`src/rtl/sd_pattern_tx_pkg.sv`:
```
// Shared types and constants for the serial pattern transmitter.
package sd_pkg;

  typedef enum logic [1:0] {
    S_IDLE = 2'd0,
    S_SEND = 2'd1,
    S_GAP  = 2'd2,
    S_DONE = 2'd3
  } sd_state_e;

  localparam logic [3:0] SD_PAT_1011 = 4'b1011;

endpackage

```
`src/rtl/sd_pattern_tx_if.sv`:
```
// Control/stream bundle between a pattern transmitter and whatever drives it.
interface sd_pattern_tx_if #(
  parameter int CNT_W = 8,
  parameter int GAP_W = 4
);
  logic             start;
  logic [CNT_W-1:0] rpt_cnt;
  logic [GAP_W-1:0] gap;
  logic             abort;
  logic             signal;
  logic             valid;
  logic             frame_start;
  logic             busy;
  logic             done;

  modport master (
    output start, rpt_cnt, gap, abort,
    input  signal, valid, frame_start, busy, done
  );

  modport slave (
    input  start, rpt_cnt, gap, abort,
    output signal, valid, frame_start, busy, done
  );
endinterface

```
`src/rtl/sd_pattern_tx_shifter.sv`:
```
// Parallel-load MSB-out pattern register; rotates so o_next always shows the
// bit that follows the one currently on the line.
module sd_pattern_shifter #(
  parameter int               PAT_W   = 4,
  parameter logic [PAT_W-1:0] PATTERN = 4'b1011
) (
  input  logic clk,
  input  logic rst,
  input  logic i_load,
  input  logic i_shift,
  output logic o_next,
  output logic o_last
);
  localparam int IW = (PAT_W > 1) ? $clog2(PAT_W) : 1;

  logic [PAT_W-1:0] r_sh;
  logic [IW-1:0]    r_idx;

  always_ff @(posedge clk) begin
    if (rst) begin
      r_sh  <= '0;
      r_idx <= '0;
    end else if (i_load) begin
      r_sh  <= PATTERN;
      r_idx <= '0;
    end else if (i_shift) begin
      r_sh  <= {r_sh[PAT_W-2:0], r_sh[PAT_W-1]};
      r_idx <= r_idx + IW'(1);
    end
  end

  assign o_next = r_sh[PAT_W-2];
  assign o_last = (r_idx == IW'(PAT_W - 1));
endmodule

```
`src/rtl/sd_pattern_tx.sv`:
```
// Serial pattern transmitter: repeats PATTERN MSB-first rpt_cnt times with a
// programmable idle gap; all outputs come straight from flops.
module sd_pattern_tx
  import sd_pkg::*;
#(
  parameter int               PAT_W   = 4,
  parameter logic [PAT_W-1:0] PATTERN = SD_PAT_1011,
  parameter int               CNT_W   = 8,
  parameter int               GAP_W   = 4
) (
  input logic         clk,
  input logic         rst,
  sd_pattern_tx_if.slave bus
);
  sd_state_e        r_state;
  logic [CNT_W-1:0] r_rpt;
  logic [GAP_W-1:0] r_gap;
  logic [GAP_W-1:0] r_gcnt;
  logic             r_signal, r_valid, r_frame_start, r_busy, r_done;

  logic w_accept, w_reload, w_load, w_shift, w_next, w_last;

  // r_rpt holds the repetitions still owed, including the one on the line.
  assign w_accept = (r_state == S_IDLE) && bus.start && !bus.abort && (bus.rpt_cnt != '0);
  assign w_reload = !bus.abort &&
                    (((r_state == S_SEND) && w_last && (r_rpt != CNT_W'(1)) && (r_gap == '0)) ||
                     ((r_state == S_GAP) && (r_gcnt == GAP_W'(1))));
  assign w_load   = w_accept || w_reload;
  assign w_shift  = (r_state == S_SEND) && !w_last && !bus.abort;

  sd_pattern_shifter #(.PAT_W(PAT_W), .PATTERN(PATTERN)) u_shifter (
    .clk    (clk),
    .rst    (rst),
    .i_load (w_load),
    .i_shift(w_shift),
    .o_next (w_next),
    .o_last (w_last)
  );

  always_ff @(posedge clk) begin
    if (rst) begin
      r_state       <= S_IDLE;
      r_rpt         <= '0;
      r_gap         <= '0;
      r_gcnt        <= '0;
      r_signal      <= 1'b0;
      r_valid       <= 1'b0;
      r_frame_start <= 1'b0;
      r_busy        <= 1'b0;
      r_done        <= 1'b0;
    end else begin
      r_frame_start <= 1'b0;
      r_done        <= 1'b0;
      if (bus.abort && (r_state != S_IDLE)) begin
        r_state  <= S_IDLE;
        r_signal <= 1'b0;
        r_valid  <= 1'b0;
        r_busy   <= 1'b0;
      end else begin
        case (r_state)
          S_IDLE: begin
            if (bus.start && !bus.abort) begin
              r_rpt <= bus.rpt_cnt;
              r_gap <= bus.gap;
              if (bus.rpt_cnt == '0) begin
                r_state <= S_DONE;
                r_done  <= 1'b1;
              end else begin
                r_state       <= S_SEND;
                r_signal      <= PATTERN[PAT_W-1];
                r_valid       <= 1'b1;
                r_frame_start <= 1'b1;
                r_busy        <= 1'b1;
              end
            end
          end
          S_SEND: begin
            if (!w_last) begin
              r_signal <= w_next;
            end else if (r_rpt == CNT_W'(1)) begin
              r_state  <= S_DONE;
              r_signal <= 1'b0;
              r_valid  <= 1'b0;
              r_busy   <= 1'b0;
              r_done   <= 1'b1;
            end else begin
              r_rpt <= r_rpt - CNT_W'(1);
              if (r_gap == '0) begin
                r_signal      <= PATTERN[PAT_W-1];
                r_frame_start <= 1'b1;
              end else begin
                r_state  <= S_GAP;
                r_gcnt   <= r_gap;
                r_signal <= 1'b0;
                r_valid  <= 1'b0;
              end
            end
          end
          S_GAP: begin
            if (r_gcnt == GAP_W'(1)) begin
              r_state       <= S_SEND;
              r_signal      <= PATTERN[PAT_W-1];
              r_valid       <= 1'b1;
              r_frame_start <= 1'b1;
            end else begin
              r_gcnt <= r_gcnt - GAP_W'(1);
            end
          end
          default: r_state <= S_IDLE;
        endcase
      end
    end
  end

  assign bus.signal      = r_signal;
  assign bus.valid       = r_valid;
  assign bus.frame_start = r_frame_start;
  assign bus.busy        = r_busy;
  assign bus.done        = r_done;
endmodule

```
`src/flat_wrapper.sv`:
```
// flat-port wrapper written by rule: the top's interface ports become plain ports
module sd_pattern_tx_flat import sd_pkg::*;
#(
  parameter int               PAT_W   = 4,
  parameter logic [PAT_W-1:0] PATTERN = SD_PAT_1011,
  parameter int               CNT_W   = 8,
  parameter int               GAP_W   = 4
)
  (clk, rst, bus_start, bus_rpt_cnt, bus_gap, bus_abort, bus_signal, bus_valid, bus_frame_start, bus_busy, bus_done);
  sd_pattern_tx_if #(.CNT_W(CNT_W), .GAP_W(GAP_W)) bus_i ();
  input logic clk;
  input logic rst;
  input wire logic [$bits(bus_i.start)-1:0] bus_start;
  input wire logic [$bits(bus_i.rpt_cnt)-1:0] bus_rpt_cnt;
  input wire logic [$bits(bus_i.gap)-1:0] bus_gap;
  input wire logic [$bits(bus_i.abort)-1:0] bus_abort;
  output wire logic [$bits(bus_i.signal)-1:0] bus_signal;
  output wire logic [$bits(bus_i.valid)-1:0] bus_valid;
  output wire logic [$bits(bus_i.frame_start)-1:0] bus_frame_start;
  output wire logic [$bits(bus_i.busy)-1:0] bus_busy;
  output wire logic [$bits(bus_i.done)-1:0] bus_done;
  assign bus_i.start = bus_start;
  assign bus_i.rpt_cnt = bus_rpt_cnt;
  assign bus_i.gap = bus_gap;
  assign bus_i.abort = bus_abort;
  assign bus_signal = bus_i.signal;
  assign bus_valid = bus_i.valid;
  assign bus_frame_start = bus_i.frame_start;
  assign bus_busy = bus_i.busy;
  assign bus_done = bus_i.done;
  sd_pattern_tx #(.PAT_W(PAT_W), .PATTERN(PATTERN), .CNT_W(CNT_W), .GAP_W(GAP_W)) u_core (.clk(clk), .rst(rst), .bus(bus_i));
endmodule
```
`config.mk`:
```
export PLATFORM = sky130hd
export DESIGN_NAME = sd_pattern_tx_flat
export DESIGN_NICKNAME = d
export VERILOG_FILES = /design/src/rtl/sd_pattern_tx_pkg.sv /design/src/rtl/sd_pattern_tx_if.sv /design/src/rtl/sd_pattern_tx_shifter.sv /design/src/rtl/sd_pattern_tx.sv /design/src/flat_wrapper.sv
export SDC_FILE = /design/constraint.sdc
export NUM_CORES = 1
export LEC_CHECK = 0
export CAP_MARGIN = 20
export CORE_ASPECT_RATIO = 1.75
export CORE_MARGIN = 2
export CORE_UTILIZATION = 40
export DETAILED_ROUTE_END_ITERATION = 8
export PLACE_DENSITY = 0.61
export SETUP_SLACK_MARGIN = 0.05
export SLEW_MARGIN = 10
export SYNTH_ARGS = -nofsm -noshare
export SYNTH_HDL_FRONTEND = slang
export SYNTH_HIERARCHICAL = 1
export SYNTH_SLANG_ARGS = --single-unit
```
`constraint.sdc`:
```
create_clock -name clk -period 2.75 [get_ports clk]
set_input_delay 0.4125 -clock clk [delete_from_list [all_inputs] [get_ports clk]]
set_output_delay 0.4125 -clock clk [all_outputs]
set_load 0.005 [all_outputs]
```
## Yosys cells after proc, flatten, opt, wreduce, memory -nomap -nowiden

Cells that the tools add are included.

- Input port bits: 16
- Output and inout bits: 5
- Word-level logic and storage cells: 107
- Bits in registers: 29

- Add/subtract/negate cells: 3
- Bitwise logic cells: 1
- Muxes and demuxes: 42
- Equal/unequal tests: 15
- Reduce and logical (&&, ||, !) cells: 34

Operator list:

| operator | number |
|---|---|
| $mux W4 | 6 |
| $mux W8 | 3 |
| $mux W1 | 19 |
| $pmux W8 S2 | 1 |
| $ne A2 B2 Y1 const B | 7 |
| $logic_and A1 B1 Y1 | 12 |
| $mux W2 | 6 |
| $reduce_and A6 Y1 | 2 |
| $reduce_and A5 Y1 | 2 |
| $pmux W1 S3 | 3 |
| $eq A8 B1 Y1 const B | 1 |
| $logic_not A8 Y1 | 1 |
| $ne A8 B1 Y1 const B | 1 |
| $pmux W4 S2 | 1 |
| $reduce_and A4 Y1 | 2 |
| $reduce_bool A2 Y1 | 4 |
| $reduce_bool A8 Y1 | 1 |
| $sub A8 B1 Y8 const B | 1 |
| $pmux W2 S3 | 1 |
| $eq A2 B2 Y1 const B | 2 |
| $eq A4 B1 Y1 const B | 1 |
| $logic_not A4 Y1 | 1 |
| $pmux W1 S2 | 2 |
| $reduce_or A2 Y1 | 2 |
| other kinds (11) | 13 |

## Depth between registers and ports, before layout

- Word-level depth: 8
- Depth in mapped cells: 9
- Depth with buffers taken out: 9

## Modules after synthesis

Netlist, hierarchy kept.

By module, submodules not included:

| module | cells each | area an instance (µm²) | instances | seq. area each (µm²) |
|---|---|---|---|---|
| sd_pattern_tx | 182 | 1,416.4 | 1 | 460.4 |
| sd_pattern_shifter | 21 | 241.5 | 1 | 120.1 |

## Worst setup path after synthesis

Ideal clock, no wire load.

- Path type: register -> register
- Start: reg u_core.r_rpt[0]
- End: reg u_core.r_rpt[1]
- Slack: 804 ps
- Arrival: 1,818 ps
- Data required time: 2,622 ps
- Cell stages (with the launch flop): 8
- Clock period less this slack: 1,946 ps
- Buffers on the path: 1
- Setup time: 128 ps
- Cells stage by stage: dfxtp_1 > ha_1 > or3b_2 > or2_1 > buf_6 > o21ai_4 > mux2i_1 > nor2_1

- Word-level cells in the longest chain between the ends: 4
- Elaborated cells on any way between the ends: 7
- Those cells by class: 1 x add/sub; 2 x eq/ne; 3 x mux; 1 x reduce/logical

Ends and longest elaborated chain:

| what | RTL line | RTL |
|---|---|---|
| from (decl) | sd_pattern_tx.sv:16 | `logic [CNT_W-1:0] r_rpt;` |
| from (signal assigned) | sd_pattern_tx.sv:63 | `r_rpt <= bus.rpt_cnt;` |
| from (signal assigned) | sd_pattern_tx.sv:87 | `r_rpt <= r_rpt - CNT_W'(1);` |
| $sub A8 B1 Y8 | sd_pattern_tx.sv:87 |  |
| $mux W8 | sd_pattern_tx.sv:80 | `end else if (r_rpt == CNT_W'(1)) begin` |
| $mux W8 | sd_pattern_tx.sv:78 | `if (!w_last) begin` |
| $pmux W8 S2 | sd_pattern_tx.sv:60 | `case (r_state)` |

Several ways; a longest one is shown, not always the timed one. The select of a mux whose other input is x is not followed.
A chain may end at the register's enable or synchronous reset.

## Worst setup path in the final report

Same ends and word-level chain as after synthesis.

==> impl_metrics.ini <==
[clock_tree]
clk_latency_ps = 280
cts_tree = yes
post_cts_buffers = 0
cts_buffers = 5
cts.path.max_buffers = 2
clkTransAtPathRegs_ps = 60
clockRootBuffer = clkbuf_8
clock_sinks = 29
cts.htree.levels = 2
post_cts_resized = 0
cts_hold_buffers = 0

[sta]
fin_worst_skew_ps = 7.087
finalHoldViolations = 0
post-route-period-util_pct = 83.73
final-setup-viol-count = 0
tns_ps = 0
rsz0062_at_grt = false
fin_crit_ps = 2303
fmax_mhz = 434.3
drv_slew = 0
slew_headroom_pct = 56.35
worst_pin_slew_ps = 653.4

[routing]
drt_iter0_drc = 46
finalWirelength_mm = 4.388
vias = 1591
firstDrtPassIters = 5
ant_nets = 0
drc = 0
wl_per_cell_um = 15.96
vias_per_cell = 5.785

[placed_design]
gp_congestion = 0.8313
hpwlAfterDp_mm = 3.331
dp.cells = 267
numPortBuffers = 20

[power]
leakage_nw = 0.7338
power_density_nw_per_um2 = 541.4
ir_worst_vdd_mv = 0.3681
totalPowerFinal_mw = 1.075

[setup_path]
startpoint_type = flip-flop
rr_endpoint = u_core/r_rpt[1]$_SDFFE_PP0P_
ff2ff_path_depth = 6
crit_arrival_ps = 2460
cp-startpoint = u_core/r_rpt[0]$_SDFFE_PP0P_
critPathRequiredTime_ps = 2900
ff2ff_setup_slack_ps = 450
path_class = flip-flop to flip-flop
cp_max_fo = 7
end_kind = flip-flop
rr_startpoint = u_core/r_rpt[0]$_SDFFE_PP0P_

[floorplan]
die_area_um2 = 4696
die_x_um = 52.67
fp.dieH_um = 89.17
coreArea_um2 = 4073
io_pins = 21
rows = 31
start_util_pct = 40.71

[worst_hold_path]
hold_class = flip-flop to flip-flop
worstHoldStart = u_core/r_rpt[5]$_SDFFE_PP0P_
min_to = u_core/r_rpt[5]$_SDFFE_PP0P_
whs_path_depth = 2

[yosys]
synthCells = 203
ys_types = 44
ys_seq_area_share_pct = 35.02
synth_edf_count = 0
netlist_area_um2 = 1658
postSynthRegisterBits = 29
synth_flop_cell = dfxtp_1
syn_area_per_cell_um2 = 8.167
async_flop_share_pct = 0
syn_nets = 224
yosysWarnings = 6

[cells_and_area]
layout-drive-gt1-share_pct = 9.735
fill_cells = 424
n_antenna_cell = 0
finalNetCount = 246
synthToLayoutAreaGrowth_pct = 19.77
stdcell_count = 275

[global_route]
antenna_found_initial = 0
track_usage_pct = 20.69
overflow = 0
grt_pass1_wl_mm = 6.982
grt_max_degree = 26
first_global_vias = 1494

[outcome]
outcome = finished clean

[run]
drv_cap = 0
## logic make-up after synthesis
| family | count (synthesis) | synth area share, % |
|---|---|---|
| xor gates and xnor gates | 1 | 0.5284 |
| muxes | 13 | 7.849 |
| and+or+nand+nor | 79 | 25.81 |
| buffers and inverters | 18 | 5.057 |
| DFF | 29 | 35.02 |
| adders and majority gates | 5 | 3.774 |
| AOI/OAI and AO/OA | 58 | 21.96 |
## metal layers
metal  share of wire [%]  global-route usage, %
met5                   0                      0
met4                 4.1                  12.82
met1                  35                  19.86
met2                  56                  38.41
met3                 5.1                  4.515
## how the worst max path moves through the flow
| stage | endpoint | slack, ps | depth (start not counted) |
|---|---|---|---|
| 2_1_floorplan | u_core/r_rpt[1]$_SDFFE_PP0P_ | 800 | 7 |
| 3_3_place_gp | u_core/u_shifter/r_sh[0]$_SDFFE_PP0P_ | 400 | 8 |
| 3_5_place_dp | u_core/u_shifter/r_sh[1]$_SDFFE_PP0P_ | 360 | 8 |
| 4_1_cts | u_core/r_rpt[1]$_SDFFE_PP0P_ | 470 | 6 |
| 5_1_grt | u_core/r_rpt[1]$_SDFFE_PP0P_ | 360 | 6 |
| 6_report | u_core/r_rpt[1]$_SDFFE_PP0P_ | 450 | 6 |
## placed cells by master (no fill, tap or decap), types with 4 or more instances in the layout
cell type	count
a21oi_1	26
buf_4	5
clkbuf_8	5
clkdlybuf4s50_1	20
dfxtp_1	29
ha_1	5
inv_1	8
mux2i_1	13
nand2_1	11
nand2b_1	7
nor2_1	23
nor3_1	11
nor4_1	4
o21ai_0	11
or3_1	5
## cell usage after synthesis, drive strengths merged, types with 5 or more instances
master	n	area, µm²
o21ai	14	81.33
ha	5	62.56
nor3	13	75.07
nand2	11	41.29
a21oi	26	130.1
nor2	23	86.33
nand2b	7	43.79
or3	5	31.28
clkbuf	7	26.28
inv	8	30.03
mux2i	13	130.1
dfxtp	29	580.6
## state kept, by name, indices dropped and copies added (netlist names)
register                flops
u_core/bus.valid            1
u_core/u_shifter/r_sh       4
u_core/r_gap                4
u_core/bus.frame_start      1
u_core/bus.done             1
u_core/r_rpt                8
u_core/r_state              2
u_core/bus.busy             1
u_core/u_shifter/r_idx      2
u_core/r_gcnt               4
u_core/bus.signal           1
## worst max-delay path, stage by stage, from the launching register on
cell and delay, ps:
dfxtp_1 470, ha_1 260, or3b_2 530, or2_1 380, o21ai_4 270, mux2i_1 230
nor2_1 50
## power breakdown
part           internal, mW  leakage [nW]  switching, mW
Sequential            0.450         0.236         0.0362
Clock                 0.175        0.0450          0.153
Combinational         0.120         0.452          0.141
## cell type report
class	count	area (µm²)	area share [%]
Tap cell	49	61.31	3.088
Inverter	8	30.03	1.512
Sequential cell	29	580.6	29.24
Timing Repair Buffer	25	237.7	11.97
Multi-Input combinational cell	156	993.5	50.03
Clock inverter	2	10.01	0.5041
Clock buffer	6	72.57	3.655
## metrics by stage
| stage | setup WS, ps | hold WS, ps | util (%) | instance area (µm²) |
|---|---|---|---|---|
| CTS | 465.7 | 506.2 | 48.76 | 1986 |
| floorplan | 804.4 | 462.3 | - | 1658 |
| global route | 360.1 | 545.6 | 48.76 | 1986 |
| global placement | 403.1 | 496.9 | 46.73 | 1903 |
| finish | 447.3 | 511.1 | 48.76 | 1986 |
| detailed placement | 356.9 | 497.9 | 46.73 | 1903 |
(Power assumes the default switching activity.)
